===== config.mk =====
export PLATFORM = sky130hd
export DESIGN_NAME = cache_refill_ctrl
export DESIGN_NICKNAME = d
export VERILOG_FILES = /design/src/rtl/cache_pkg.sv /design/src/rtl/refill_beat_counter.sv /design/src/rtl/cache_refill_ctrl.sv
export SDC_FILE = /design/constraint.sdc
export NUM_CORES = 1
export LEC_CHECK = 0
export ABC_CLOCK_PERIOD_IN_PS = 2000
export BUFFER_PORTS_ARGS = -buffer_cell sky130_fd_sc_hd__buf_4
export CORE_UTILIZATION = 35
export CTS_CLUSTER_SIZE = 40
export DETAILED_ROUTE_END_ITERATION = 10
export HOLD_SLACK_MARGIN = 0.1
export PLACE_DENSITY = 0.83
export SLEW_MARGIN = 40
export SYNTH_ARGS = -nofsm -noshare
export SYNTH_HDL_FRONTEND = slang
export SYNTH_SLANG_ARGS = --single-unit

===== constraint.sdc =====
create_clock -name clk -period 2 [get_ports clk]
set_input_delay 0.1 -clock clk [delete_from_list [all_inputs] [get_ports clk]]
set_output_delay 0.1 -clock clk [all_outputs]
set_load 0.05 [all_outputs]

===== src/rtl/cache_pkg.sv =====
// Shared types and helpers for the cache refill controller.
// State encodings are externally visible on the state port.
package cache_pkg;

    typedef enum logic [2:0] {
        IDLE      = 3'd0,
        HIT_RESP  = 3'd1,
        MEM_REQ   = 3'd2,
        REFILL    = 3'd3,
        FILL_DONE = 3'd4
    } state_t;

    localparam int unsigned STATE_W = 3;

    // Byte-offset bits within one word.
    function automatic int unsigned word_off_w(input int unsigned data_w);
        return $clog2(data_w / 8);
    endfunction

    // Byte-offset bits within one cache line.
    function automatic int unsigned line_off_w(input int unsigned data_w,
                                               input int unsigned line_words);
        return word_off_w(data_w) + $clog2(line_words);
    endfunction

endpackage


===== src/rtl/refill_beat_counter.sv =====
// Beat index and beat count for one line refill.
// The index may start mid-line and wraps; the count always runs 0..LINE_WORDS-1.
module refill_beat_counter #(
    parameter int unsigned LINE_WORDS = 4
) (
    input  logic                          clk,
    input  logic                          rst,
    input  logic                          load,
    input  logic [$clog2(LINE_WORDS)-1:0] start_idx,
    input  logic                          inc,
    output logic [$clog2(LINE_WORDS)-1:0] idx,
    output logic                          first,
    output logic                          last
);

    localparam int unsigned IDX_W = $clog2(LINE_WORDS);

    logic [IDX_W-1:0] idx_q;
    logic [IDX_W-1:0] cnt_q;

    always_ff @(posedge clk or negedge rst) begin
        if (!rst) begin
            idx_q <= '0;
            cnt_q <= '0;
        end else if (load) begin
            idx_q <= start_idx;
            cnt_q <= '0;
        end else if (inc) begin
            idx_q <= idx_q + 1'b1;
            cnt_q <= cnt_q + 1'b1;
        end
    end

    assign idx   = idx_q;
    assign first = (cnt_q == '0);
    assign last  = (cnt_q == IDX_W'(LINE_WORDS - 1));

endmodule


===== src/rtl/cache_refill_ctrl.sv =====
// Cache miss refill controller: hit response, memory request, line refill.
// Optional macro CRIT_WORD_FIRST_EN: critical-word-first fetch with early response.
module cache_refill_ctrl
    import cache_pkg::*;
#(
    parameter int unsigned ADDR_W     = 32,
    parameter int unsigned DATA_W     = 32,
    parameter int unsigned LINE_WORDS = 4
) (
    input  logic                          clk,
    input  logic                          rst,
    input  logic                          read_en,
    input  logic [ADDR_W-1:0]             req_addr,
    input  logic                          hit,
    output logic                          mem_req,
    output logic [ADDR_W-1:0]             mem_addr,
    input  logic                          mem_gnt,
    input  logic                          mem_rvalid,
    input  logic [DATA_W-1:0]             mem_rdata,
    input  logic                          mem_err,
    output logic                          refill_we,
    output logic [$clog2(LINE_WORDS)-1:0] refill_idx,
    output logic [DATA_W-1:0]             refill_data,
    output logic                          fill_done,
    output logic                          resp_valid,
    output logic                          resp_err,
    output logic                          busy,
    output logic [STATE_W-1:0]            state
);

    localparam int unsigned IDX_W    = $clog2(LINE_WORDS);
    localparam int unsigned WORD_OFF = word_off_w(DATA_W);
    localparam int unsigned LINE_OFF = line_off_w(DATA_W, LINE_WORDS);

`ifdef CRIT_WORD_FIRST_EN
    localparam int unsigned ALIGN_BITS = WORD_OFF;
`else
    localparam int unsigned ALIGN_BITS = LINE_OFF;
`endif
    localparam logic [ADDR_W-1:0] ADDR_MASK = {ADDR_W{1'b1}} << ALIGN_BITS;

    state_t            state_q, state_d;
    logic [ADDR_W-1:0] addr_q;
    logic              accept_miss;
    logic              beat_load, beat_inc, beat_first, beat_last;
    logic [IDX_W-1:0]  beat_start, beat_idx;

    assign accept_miss = (state_q == IDLE) && read_en && !hit;

`ifdef CRIT_WORD_FIRST_EN
    assign beat_start = req_addr[LINE_OFF-1:WORD_OFF];
`else
    assign beat_start = '0;
    logic unused_first;
    assign unused_first = beat_first;
`endif

    always_ff @(posedge clk or negedge rst) begin
        if (!rst) begin
            state_q <= IDLE;
            addr_q  <= '0;
        end else begin
            state_q <= state_d;
            if (accept_miss) addr_q <= req_addr;
        end
    end

    refill_beat_counter #(
        .LINE_WORDS(LINE_WORDS)
    ) u_beat (
        .clk      (clk),
        .rst      (rst),
        .load     (beat_load),
        .start_idx(beat_start),
        .inc      (beat_inc),
        .idx      (beat_idx),
        .first    (beat_first),
        .last     (beat_last)
    );

    always_comb begin
        state_d    = state_q;
        mem_req    = 1'b0;
        refill_we  = 1'b0;
        beat_load  = 1'b0;
        beat_inc   = 1'b0;
        fill_done  = 1'b0;
        resp_valid = 1'b0;
        resp_err   = 1'b0;
        case (state_q)
            IDLE: begin
                if (read_en) begin
                    if (hit) begin
                        state_d = HIT_RESP;
                    end else begin
                        state_d   = MEM_REQ;
                        beat_load = 1'b1;
                    end
                end
            end
            HIT_RESP: begin
                resp_valid = 1'b1;
                state_d    = IDLE;
            end
            MEM_REQ: begin
                mem_req = 1'b1;
                if (mem_err) begin
                    resp_valid = 1'b1;
                    resp_err   = 1'b1;
                    state_d    = IDLE;
                end else if (mem_gnt) begin
                    state_d = REFILL;
                end
            end
            REFILL: begin
                // An error beat is never written, even if rvalid is also high.
                if (mem_err) begin
                    resp_valid = 1'b1;
                    resp_err   = 1'b1;
                    state_d    = IDLE;
                end else if (mem_rvalid) begin
                    refill_we = 1'b1;
                    beat_inc  = 1'b1;
`ifdef CRIT_WORD_FIRST_EN
                    resp_valid = beat_first;
`endif
                    if (beat_last) state_d = FILL_DONE;
                end
            end
            FILL_DONE: begin
                fill_done = 1'b1;
`ifndef CRIT_WORD_FIRST_EN
                resp_valid = 1'b1;
`endif
                state_d = IDLE;
            end
            default: state_d = IDLE;
        endcase
    end

    assign mem_addr    = addr_q & ADDR_MASK;
    assign refill_idx  = beat_idx;
    assign refill_data = mem_rdata;
    assign busy        = (state_q != IDLE);
    assign state       = state_q;

endmodule


==> impl_metrics.xml <==
<?xml version="1.0" encoding="UTF-8"?>
<metrics>
  <group name="cells_and_area">
    <metric name="mostFrequentLayoutCell" unit="">sky130_fd_sc_hd__buf_4</metric>
    <metric name="fillCellCount" unit="">427</metric>
    <metric name="area.growth.synth_to_final" unit="%">45.8</metric>
    <metric name="nNetsFinal" unit="">290</metric>
    <metric name="fin_area" unit="sq mm">0.00256</metric>
    <metric name="layout_common_cells" unit="">sky130_fd_sc_hd__buf_4 (77), sky130_fd_sc_hd__dfrtp_1 (32), sky130_fd_sc_hd__dlygate4sd3_1 (30)</metric>
    <metric name="layout-drive-gt1-share" unit="%">51.1</metric>
    <metric name="final_instance_count_excl_fillers" unit="">286</metric>
    <metric name="num_antenna_cells" unit="">0</metric>
  </group>
  <group name="synth">
    <metric name="syn-mean-instance-area" unit="sq um">12.4</metric>
    <metric name="async_set_reset_flop_share_out_of_synthesis" unit="%">100</metric>
    <metric name="synthesis.yosys.warnings" unit="">0</metric>
    <metric name="synth_top_flop_cell" unit="">sky130_fd_sc_hd__dfrtp_1</metric>
    <metric name="syn-instance-count" unit="">142</metric>
    <metric name="synth_compound_gate_area_share" unit="%">4.35</metric>
    <metric name="fraction_of_the_mapped_netlist_area_in_adder_cells" unit="%">0.713</metric>
    <metric name="synthDominantCellAreaShare" unit="%">49.9</metric>
    <metric name="synth_top_family_by_area" unit="">buffers and inverters</metric>
    <metric name="ys_seq_elements" unit="">35</metric>
    <metric name="synth-simple-area-share" unit="%">7.34</metric>
    <metric name="netlist_area" unit="sq mm">0.00176</metric>
    <metric name="synth_xor_xnor_area_share" unit="%">0.499</metric>
    <metric name="post_synth_mux_area_share" unit="%">18.0</metric>
    <metric name="netlist-cell-type-count" unit="">25</metric>
    <metric name="seq_area_frac_synth" unit="%">49.9</metric>
    <metric name="synth-edff-count" unit="">0</metric>
    <metric name="yosysTopAreaCell" unit="">sky130_fd_sc_hd__dfrtp_1</metric>
    <metric name="synth.top_cells.by_area" unit="">sky130_fd_sc_hd__dfrtp_1 (50%), sky130_fd_sc_hd__buf_4 (15%), sky130_fd_sc_hd__mux2_2 (15%), sky130_fd_sc_hd__buf_6 (3.2%), sky130_fd_sc_hd__mux2_1 (3.2%)</metric>
  </group>
  <group name="floorplanning">
    <metric name="die_width" unit="um">72.8</metric>
    <metric name="initial_utilization" unit="%">36.7</metric>
    <metric name="number_of_top_level_design_ports" unit="">146</metric>
    <metric name="num_rows" unit="">25</metric>
    <metric name="die-area" unit="sq mm">0.00530</metric>
    <metric name="placeableCoreArea" unit="sq mm">0.00479</metric>
    <metric name="floorplan.die.height" unit="um">72.8</metric>
  </group>
  <group name="critical_path">
    <metric name="path_delay_family" unit="">simple AND/OR/NAND/NOR gates</metric>
    <metric name="timing.setup.critical_path_class" unit="">reg -&gt; reg</metric>
    <metric name="critical_path.cell_chain" unit="">or3_1 -&gt; nor3b_4 -&gt; buf_12 -&gt; mux2_2</metric>
    <metric name="cp_num_buf_inv" unit="">1</metric>
    <metric name="arrival" unit="ns">2.02</metric>
    <metric name="timing.critical_path.from_type" unit="">flip-flop</metric>
    <metric name="critical_path_required_time" unit="ns">2.17</metric>
    <metric name="end_kind" unit="">flip-flop</metric>
    <metric name="delay_of_the_slowest_critical_path_stage" unit="ns">0.47</metric>
    <metric name="crit_fanout" unit="">26</metric>
    <metric name="critical-path-slowest-cell" unit="">sky130_fd_sc_hd__or3_1</metric>
  </group>
  <group name="clock_tree">
    <metric name="cts.repair_timing.setup_buffer_count" unit="">0</metric>
    <metric name="cts.repair.resized" unit="">0</metric>
    <metric name="ctsLongestPathBuffers" unit="">2</metric>
    <metric name="clkSlewWorstSetupHoldPaths" unit="ns">0.07</metric>
    <metric name="holdBufCountCts" unit="">30</metric>
    <metric name="cts_root_buf" unit="">sky130_fd_sc_hd__clkbuf_8</metric>
    <metric name="cts-buffers-inserted" unit="">5</metric>
    <metric name="htreeDepth" unit="">2</metric>
    <metric name="worst_skew_pair.late_latency" unit="ns">0.28</metric>
    <metric name="cts_tree" unit="">done</metric>
    <metric name="number_of_sinks_handled_by_clock_tree_synthesis" unit="">35</metric>
  </group>
  <group name="placement">
    <metric name="setup_slack_placement" unit="ns">0.151</metric>
    <metric name="hpwlAfterDp" unit="um">2360</metric>
    <metric name="placed_cells_incl_taps" unit="">248</metric>
    <metric name="place.port_buffers" unit="">73</metric>
    <metric name="dpl_cell_area" unit="sq mm">0.00213</metric>
    <metric name="place.gp.congestion" unit="">0.736</metric>
  </group>
  <group name="routing">
    <metric name="vias_per_cell" unit="">4.43</metric>
    <metric name="drt_pass1_iterations" unit="">4</metric>
    <metric name="detailroute.via_count" unit="">1266</metric>
    <metric name="routed_wire_length_per_instance" unit="um">13.0</metric>
    <metric name="antenna_left" unit="">0</metric>
    <metric name="post-route-drc-count" unit="">0</metric>
    <metric name="drt-initial-drc-count" unit="">29</metric>
    <metric name="routed_wirelength" unit="um">3720</metric>
  </group>
  <group name="sta">
    <metric name="finalHoldViolations" unit="">0</metric>
    <metric name="grt_setup_unrepaired" unit="">no</metric>
    <metric name="timing.fmax" unit="MHz">540</metric>
    <metric name="post-route-period-util" unit="%">92.6</metric>
    <metric name="setup_slack" unit="ns">0.148</metric>
    <metric name="skew" unit="ns">0.00844</metric>
    <metric name="min_period" unit="ns">1.85</metric>
    <metric name="setup_viol" unit="">0</metric>
    <metric name="timing_max_transition_violations_final" unit="">0</metric>
  </group>
  <group name="outcome">
    <metric name="run_status" unit="">finished, final reports clean</metric>
  </group>
  <group name="global_routing">
    <metric name="wire_length_of_the_first_global_routing_pass" unit="um">5940</metric>
    <metric name="groute.usage.overall" unit="%">14.9</metric>
    <metric name="initial_antenna_violation_count" unit="">0</metric>
    <metric name="total_congestion_overflow_after_global_routing" unit="">0</metric>
    <metric name="via_count_of_the_first_global_routing_pass" unit="">1325</metric>
    <metric name="grt_max_degree" unit="">36</metric>
  </group>
  <group name="power_and_ir_drop">
    <metric name="comb_power_share" unit="%">56.7</metric>
    <metric name="netSwitchingFraction" unit="%">46.9</metric>
    <metric name="power.switching" unit="mW">2.12</metric>
    <metric name="power.density" unit="mW/mm^2">1770</metric>
    <metric name="power.clock.fraction" unit="%">16.5</metric>
    <metric name="power.leakage" unit="nW">1.21</metric>
    <metric name="pwr-share-seq" unit="%">26.8</metric>
    <metric name="internal-power" unit="mW">2.41</metric>
    <metric name="max-vdd-ir-drop" unit="uV">975</metric>
  </group>
  <group name="run">
    <metric name="cap_viol_max_count" unit="">0</metric>
  </group>
  <group name="worst_hold_path">
    <metric name="min_path_type" unit="">in -&gt; reg</metric>
  </group>
</metrics>
-- tightest hold or removal path, stage by stage --
cell and delay [ns]:
sky130_fd_sc_hd__buf_4 0.10, sky130_fd_sc_hd__nor3b_1 0.05, sky130_fd_sc_hd__nand3_1 0.08, sky130_fd_sc_hd__a21oi_1 0.06
-- synthesized netlist by cell type (2+ instances only) --
cell	number
sky130_fd_sc_hd__nor2_1	5
sky130_fd_sc_hd__buf_4	36
sky130_fd_sc_hd__mux2_1	5
sky130_fd_sc_hd__nand3_1	2
sky130_fd_sc_hd__buf_6	5
sky130_fd_sc_hd__a21oi_1	6
sky130_fd_sc_hd__or3_1	4
sky130_fd_sc_hd__nor3b_1	3
sky130_fd_sc_hd__mux2_2	23
sky130_fd_sc_hd__o21ai_0	4
sky130_fd_sc_hd__dfrtp_1	35
-- power by group through the flow --
stage | combinational, mW | sequential [mW] | clock (mW)
2_1_floorplan | 0.844 | 2.34 | 0
3_3_place_gp | 2.49 | 1.20 | 0
3_5_place_dp | 2.53 | 1.22 | 0
4_1_cts | 2.57 | 1.21 | 0.778
5_1_grt | 2.67 | 1.26 | 0.806
6_report | 2.57 | 1.21 | 0.747
-- routing by layer --
metal  global-route usage [%]  vias up  wire, um
met4                     9.37        0       131
met2                     26.4       62      1950
met3                     3.59       14       204
li1                         -      595         -
met1                     16.1      595      1440
met5                        0        -         0
-- area by class of cell --
cell class	instances	area (sq um)	area share [%]
timing repair buffer	108	898	35.1
sequential	35	880	34.4
multi-input combinational	67	561	21.9
tap	67	83.8	3.28
clock buffer	6	72.6	2.84
clock inverter	2	60.1	2.35
inverter	1	3.75	0.147
-- final timing paths --
check	slack, ns	start	cells past startpoint	to
max in group asynchronous	1.34	rst	2	state[0]
min in group asynchronous	0.31	rst	2	addr_q[6]
setup / recovery	0.15	state[2]	4	addr_q[28]
hold reg to reg	0.49	addr_q[13]	1	addr_q[13]
setup reg to reg	0.15	state[2]	4	addr_q[28]
hold / removal	0.14	mem_err	4	u_beat.cnt_q[1]
-- cells by family after synthesis --
| logic type | count (synthesis) |
|---|---|
| multiplexers | 28 |
| other | 1 |
| flip-flops | 35 |
| XOR/XNOR | 1 |
| adder cells (fa/ha/maj) | 1 |
| buffers and inverters | 43 |
| AND/OR/NAND/NOR | 20 |
| AO/OA/AOI/OAI | 13 |
-- sequential cells by signal, indices dropped and copies added, names as in the netlist --
register,cells
addr_q,28
state,3
u_beat.cnt_q,2
u_beat.idx,2
-- metrics by stage --
stage	hold slack (ns)	total power [mW]	util [%]	TNS (ns)
after floorplan	-0.196	3.19	-	-1.98
after global placement	0.0795	3.69	44.4	0
after detailed placement	0.0869	3.74	44.4	0
after CTS	0.128	4.56	53.5	0
after global routing	0.142	4.74	53.5	0
final	0.144	4.53	53.5	0
Power figures use the tool's default switching activity.
